`src/rtl/alu_arbiter.sv`:
```
// Two-requester arbiter for one shared 16-bit ALU: IDLE -> EXEC -> RESP.
// Define ALU_ARB_ROUND_ROBIN_EN for round-robin; default is fixed priority.
module alu_arbiter (
  input  logic        clk,
  input  logic        rst_n,
  input  logic        req0,
  input  logic        req1,
  input  logic [15:0] rs0,
  input  logic [15:0] rt0,
  input  logic [15:0] rs1,
  input  logic [15:0] rt1,
  input  logic [4:0]  instr0,
  input  logic [4:0]  instr1,
  input  logic [1:0]  op0,
  input  logic [1:0]  op1,
  output logic        gnt0,
  output logic        gnt1,
  output logic        valid0,
  output logic        valid1,
  output logic [15:0] result,
  output logic        err_out,
  output logic        busy,
  output logic [15:0] alu_rs,
  output logic [15:0] alu_rt,
  output logic [4:0]  alu_instr,
  output logic [1:0]  alu_op,
  input  logic [15:0] alu_rd,
  input  logic        alu_err
);

  typedef enum logic [1:0] {IDLE, EXEC, RESP} state_t;

  state_t      state;
  logic        own;
  logic        win1;
  logic        any;
  logic [15:0] rs_q;
  logic [15:0] rt_q;
  logic [4:0]  instr_q;
  logic [1:0]  op_q;

  assign any = req0 | req1;

`ifdef ALU_ARB_ROUND_ROBIN_EN
  // ptr high: requester 1 has priority on a tie
  logic ptr;

  always_ff @(posedge clk) begin
    if (!rst_n)
      ptr <= 1'b0;
    else if (state == IDLE && any)
      ptr <= ~win1;
  end

  assign win1 = req1 & (~req0 | ptr);
`else
  assign win1 = req1 & ~req0;
`endif

  always_ff @(posedge clk) begin
    if (!rst_n) begin
      state   <= IDLE;
      own     <= 1'b0;
      gnt0    <= 1'b0;
      gnt1    <= 1'b0;
      valid0  <= 1'b0;
      valid1  <= 1'b0;
      busy    <= 1'b0;
      result  <= '0;
      err_out <= 1'b0;
      rs_q    <= '0;
      rt_q    <= '0;
      instr_q <= '0;
      op_q    <= '0;
    end else begin
      gnt0   <= 1'b0;
      gnt1   <= 1'b0;
      valid0 <= 1'b0;
      valid1 <= 1'b0;
      unique case (state)
        IDLE: begin
          if (any) begin
            state   <= EXEC;
            busy    <= 1'b1;
            own     <= win1;
            gnt0    <= ~win1;
            gnt1    <= win1;
            rs_q    <= win1 ? rs1 : rs0;
            rt_q    <= win1 ? rt1 : rt0;
            instr_q <= win1 ? instr1 : instr0;
            op_q    <= win1 ? op1 : op0;
          end
        end
        EXEC: begin
          state   <= RESP;
          result  <= alu_rd;
          err_out <= alu_err;
          valid0  <= ~own;
          valid1  <= own;
        end
        RESP: begin
          state <= IDLE;
          busy  <= 1'b0;
        end
        default: begin
          state <= IDLE;
          busy  <= 1'b0;
        end
      endcase
    end
  end

  assign alu_rs    = rs_q;
  assign alu_rt    = rt_q;
  assign alu_instr = instr_q;
  assign alu_op    = op_q;

endmodule

```
`config.mk`:
```
export PLATFORM = sky130hd
export DESIGN_NAME = alu_arbiter
export DESIGN_NICKNAME = d
export VERILOG_FILES = /design/src/rtl/alu_arbiter.sv
export SDC_FILE = /design/constraint.sdc
export NUM_CORES = 1
export LEC_CHECK = 0
export ABC_AREA = 1
export ABC_CLOCK_PERIOD_IN_PS = 3300
export CAP_MARGIN = 20
export CORE_ASPECT_RATIO = 1.1
export CORE_MARGIN = 2
export CORE_UTILIZATION = 40
export CTS_CLUSTER_DIAMETER = 30
export CTS_CLUSTER_SIZE = 40
export DETAILED_ROUTE_END_ITERATION = 8
export GPL_ROUTABILITY_DRIVEN = 0
export PLACE_DENSITY = 0.82
export SYNTH_ARGS = -nofsm -noshare
export SYNTH_HDL_FRONTEND = slang
export SYNTH_SLANG_ARGS = --single-unit
```
`constraint.sdc`:
```
create_clock -name clk -period 3.3 [get_ports clk]
set_clock_uncertainty 0.15 [all_clocks]
set_input_delay 0.99 -clock clk [delete_from_list [all_inputs] [get_ports clk]]
set_output_delay 0.99 -clock clk [all_outputs]
set_load 0.05 [all_outputs]
```
==> report_table.html <==
<table>
<tr><th>Metric</th><th>Value</th></tr>
<tr><th colspan="2">Route</th></tr>
<tr><td>Detailed-route wire length per cell</td><td>11.5 um</td></tr>
<tr><td>Total Routed Length</td><td>8210 um</td></tr>
<tr><td>Vias</td><td>3,210</td></tr>
<tr><td>Vias per inst</td><td>4.48</td></tr>
<tr><td>Initial detailed-routing violation count</td><td>90</td></tr>
<tr><td>Post-detailed-route DRC marker count</td><td>0</td></tr>
<tr><td>Antenna-violating nets left</td><td>0</td></tr>
<tr><td>Detailed-router iteration count before antenna repair</td><td>4</td></tr>
<tr><th colspan="2">GRT</th></tr>
<tr><td>Total Routing Usage GR</td><td>20.6%</td></tr>
<tr><td>GRT Residual Overflow</td><td>0</td></tr>
<tr><td>Wire length of the first global-routing pass</td><td>13,200 um</td></tr>
<tr><td>Number of antenna violations at the first check in global routing</td><td>0</td></tr>
<tr><td>Met1 global-route usage</td><td>22.1%</td></tr>
<tr><td>Fraction of met3 tracks used by global routing</td><td>7.38%</td></tr>
<tr><td>GR peak layer</td><td>met2</td></tr>
<tr><td>Maximum number of pins on one net before global-route repair</td><td>46</td></tr>
<tr><td>Number of global-route vias before repair</td><td>2,983</td></tr>
<tr><td>GR met2 Demand/Resource</td><td>36.1%</td></tr>
<tr><th colspan="2">STA</th></tr>
<tr><td>Setup TNS Final</td><td>0 ns</td></tr>
<tr><td>Unrepaired setup endpoints after global routing</td><td>no</td></tr>
<tr><td>Share of the clock period used by the worst path after layout</td><td>80.1%</td></tr>
<tr><td>Measured slew at the worst slew-check pin</td><td>0.590 ns</td></tr>
<tr><td>Timing-limited maximum frequency</td><td>0.378 GHz</td></tr>
<tr><td>Setup violations, final</td><td>0</td></tr>
<tr><td>Final hold vios</td><td>0</td></tr>
<tr><td>Worst slew slack as a fraction of its limit</td><td>60.6%</td></tr>
<tr><td>Final worst path period need</td><td>2.64 ns</td></tr>
<tr><td>Number of max-slew violations in the final report</td><td>0</td></tr>
<tr><th colspan="2">Setup path</th></tr>
<tr><td>CP Cell Sequence</td><td>clkdlybuf4s50_1</td></tr>
<tr><td>Number of cells on the worst reg-to-reg path</td><td>5</td></tr>
<tr><td>Worst endpoint data arrival time</td><td>1.50 ns</td></tr>
<tr><td>Peak per-stage delay on the critical path</td><td>0.81 ns</td></tr>
<tr><td>Setup slack of the most critical reg-to-reg path</td><td>1.75 ns</td></tr>
<tr><td>Reg-to-Reg End</td><td>result[1]$_SDFFE_PN0N_</td></tr>
<tr><td>Crit path buf inv count</td><td>1</td></tr>
<tr><td>Data required time of the worst path</td><td>2.16 ns</td></tr>
<tr><td>Type of origin of the critical path</td><td>register</td></tr>
<tr><td>Crit path max fanout</td><td>2</td></tr>
<tr><td>CP max-delay cell</td><td>sky130_fd_sc_hd__clkdlybuf4s50_1</td></tr>
<tr><td>Cell type group with the largest total delay on the critical path</td><td>buffers and inverters</td></tr>
<tr><td>Worst reg2reg path startpoint</td><td>state[1]$_SDFFE_PN0P_</td></tr>
<tr><td>Worst setup path class</td><td>register to primary output</td></tr>
<tr><td>Category of the worst setup path capture point</td><td>primary output</td></tr>
<tr><th colspan="2">Layout</th></tr>
<tr><td>Commonest cells after routing, fill and taps aside</td><td>163 x sky130_fd_sc_hd__nand2_1, 158 x sky130_fd_sc_hd__clkdlybuf4s50_1, 117 x sky130_fd_sc_hd__nor2_1</td></tr>
<tr><td>Most common library cell in the layout ignoring fill and taps</td><td>sky130_fd_sc_hd__nand2_1</td></tr>
<tr><td>Finished layout cell area</td><td>4740 sq um</td></tr>
<tr><td>Final Net Count</td><td>726</td></tr>
<tr><td>Layout fillers</td><td>652</td></tr>
<tr><td>Area growth from synthesis to layout</td><td>60.7%</td></tr>
<tr><td>Fraction of final layout cells with drive strength greater than 1</td><td>4.43%</td></tr>
<tr><td>ANT cells</td><td>0</td></tr>
<tr><th colspan="2">Synth</th></tr>
<tr><td>Share of the synthesized area in the top cell type</td><td>43.4%</td></tr>
<tr><td>Mapped cell area</td><td>2950 sq um</td></tr>
<tr><td>Count of cell types in the netlist</td><td>14</td></tr>
<tr><td>Library cell occupying the most area in the post-synthesis netlist</td><td>sky130_fd_sc_hd__dfxtp_1</td></tr>
<tr><td>Synth Net Count</td><td>579</td></tr>
<tr><td>Dominant cells by area after synthesis</td><td>sky130_fd_sc_hd__dfxtp_1 43%, sky130_fd_sc_hd__nand2_1 21%, sky130_fd_sc_hd__nor2_1 15%, sky130_fd_sc_hd__nand3_1 6.8%, sky130_fd_sc_hd__inv_1 5.5%</td></tr>
<tr><td>#FFs+latches synth</td><td>64</td></tr>
<tr><td>Warnings from Yosys</td><td>0</td></tr>
<tr><td>Mean area per synthesized cell</td><td>6.15 sq um</td></tr>
<tr><td>Sequential fraction of the synthesis area</td><td>43.4%</td></tr>
<tr><td>Post-synthesis cell count</td><td>480</td></tr>
<tr><th colspan="2">CTS</th></tr>
<tr><td>Later-pin clock latency in the skew report</td><td>0.33 ns</td></tr>
<tr><td>Number of levels in the clock H-tree</td><td>3</td></tr>
<tr><td>CTS Buf Count</td><td>9</td></tr>
<tr><td>Number of resized instances in the post-cts repair step</td><td>0</td></tr>
<tr><td>Hold buffer count at cts</td><td>0</td></tr>
<tr><td>Clock sink total</td><td>64</td></tr>
<tr><td>Clock root buffer</td><td>sky130_fd_sc_hd__clkbuf_8</td></tr>
<tr><td>Clock-pin slew on the worst setup and hold paths</td><td>0.08 ns</td></tr>
<tr><td>Bufs on Longest Clock Path</td><td>2</td></tr>
<tr><td>Post-CTS setup-driven buffer insertion count</td><td>0</td></tr>
<tr><td>TritonCTS clock tree</td><td>done</td></tr>
<tr><th colspan="2">Die</th></tr>
<tr><td>Standard-cell row count</td><td>32</td></tr>
<tr><td>Num ports</td><td>160</td></tr>
<tr><td>Starting density of the core</td><td>41.6%</td></tr>
<tr><td>Die Area</td><td>8080 sq um</td></tr>
<tr><td>Chip height</td><td>94.1 um</td></tr>
<tr><td>CORE AREA</td><td>7090 sq um</td></tr>
<tr><td>X dimension of the die</td><td>85.9 um</td></tr>
<tr><th colspan="2">Power</th></tr>
<tr><td>Leak Pwr</td><td>0.00221 uW</td></tr>
<tr><td>Worst ir drop on vdd</td><td>234 uV</td></tr>
<tr><td>Pwr Density</td><td>500 nW/um^2</td></tr>
<tr><th colspan="2">Place</th></tr>
<tr><td>Cell Area, Placed</td><td>4550 sq um</td></tr>
<tr><td>HPWL after detailed placement</td><td>5970 um</td></tr>
<tr><td># port buffers</td><td>159</td></tr>
<tr><th colspan="2">Flow run</th></tr>
<tr><td>MaxCap Viol Count</td><td>0</td></tr>
<tr><th colspan="2">Min path</th></tr>
<tr><td>Hold Path Sink</td><td>valid1$_SDFF_PN0_</td></tr>
<tr><td>Startpoint of the tightest hold check path</td><td>own$_SDFFE_PN0P_</td></tr>
<tr><td>Worst min-delay path category</td><td>register to register</td></tr>
<tr><td>Hold Path Stages</td><td>2</td></tr>
<tr><th colspan="2">Status</th></tr>
<tr><td>Status</td><td>completed</td></tr>
</table>
## sequential cells by signal, indices dropped and copies added (netlist names), 2 cells and up
| signal | flops |
|---|---|
| alu_instr | 5 |
| alu_op | 2 |
| alu_rs | 16 |
| alu_rt | 16 |
| result | 16 |
| state | 2 |
## metrics by stage
step                      std cells  setup slack, ns  util [%]  total power [uW]  hold WS (ns)
after floorplan                 480             1.45         -              1420         0.275
after global placement          701            0.743      64.2              1720         0.289
after detailed placement        701            0.664      64.2              1730         0.293
after CTS                       717            0.638      66.9              2390         0.304
after global routing            717            0.596      66.9              2510         0.329
final                           717            0.657      66.9              2370         0.304
## cell usage after synthesis
| cell | instances |
|---|---|
| sky130_fd_sc_hd__buf_2 | 20 |
| sky130_fd_sc_hd__buf_1 | 1 |
| sky130_fd_sc_hd__buf_4 | 2 |
| sky130_fd_sc_hd__nor2_1 | 117 |
| sky130_fd_sc_hd__nand3_1 | 40 |
| sky130_fd_sc_hd__a21oi_1 | 1 |
| sky130_fd_sc_hd__inv_2 | 4 |
| sky130_fd_sc_hd__clkbuf_1 | 6 |
| sky130_fd_sc_hd__nor3_1 | 1 |
| sky130_fd_sc_hd__o21ai_0 | 17 |
| sky130_fd_sc_hd__nand2_1 | 163 |
| sky130_fd_sc_hd__inv_1 | 43 |
| sky130_fd_sc_hd__dfxtp_1 | 64 |
| sky130_fd_sc_hd__nand2_2 | 1 |
## per-layer routing
layer	vias up	routed length [um]
met5	-	0
li1	1724	-
met3	21	721
met2	113	3950
met4	0	228
met1	1352	3310
## how the worst max path moves through the flow
stage	startpoint	end	slack, ns	cells past startpoint
floorplan	req0	alu_rs[4]$_SDFFE_PN0P_	1.45	7
global placement	req1	alu_rt[2]$_SDFFE_PN0P_	0.74	8
detailed placement	req1	alu_rs[5]$_SDFFE_PN0P_	0.66	7
CTS	alu_rt[14]$_SDFFE_PN0P_	alu_rt[14]	0.64	1
global route	alu_rs[8]$_SDFFE_PN0P_	alu_rs[8]	0.60	1
finish	alu_rs[0]$_SDFFE_PN0P_	alu_rs[0]	0.66	1
## cell type report
cell class | count | area (sq um) | share of cell area [%]
multi-input cells | 340 | 1350 | 28.5
clock buffers | 9 | 124 | 2.61
repair buffers | 165 | 1630 | 34.4
clock inverters | 7 | 72.6 | 1.53
flip-flops and latches | 64 | 1280 | 27.0
inverters | 47 | 176 | 3.72
well taps | 85 | 106 | 2.24
## power by group
part / internal (uW) / leakage, uW / switching, uW
Sequential: 853 / 0.000530 / 37.7
Combinational: 318 / 0.00159 / 504
Clock: 348 / 0.0000952 / 311
Total: 1520 / 0.00221 / 853
## cells by family (layout without fill, tap and decap cells)
| logic type | count (synthesis) | in the layout | share of synthesized area (%) |
|---|---|---|---|
| AND/OR/NAND/NOR | 322 | 322 | 42.8 |
| buffers and inverters | 76 | 228 | 10.8 |
| flip-flops | 64 | 64 | 43.4 |
| AO/OA/AOI/OAI | 18 | 18 | 3.05 |
(Power assumes the default switching activity.)
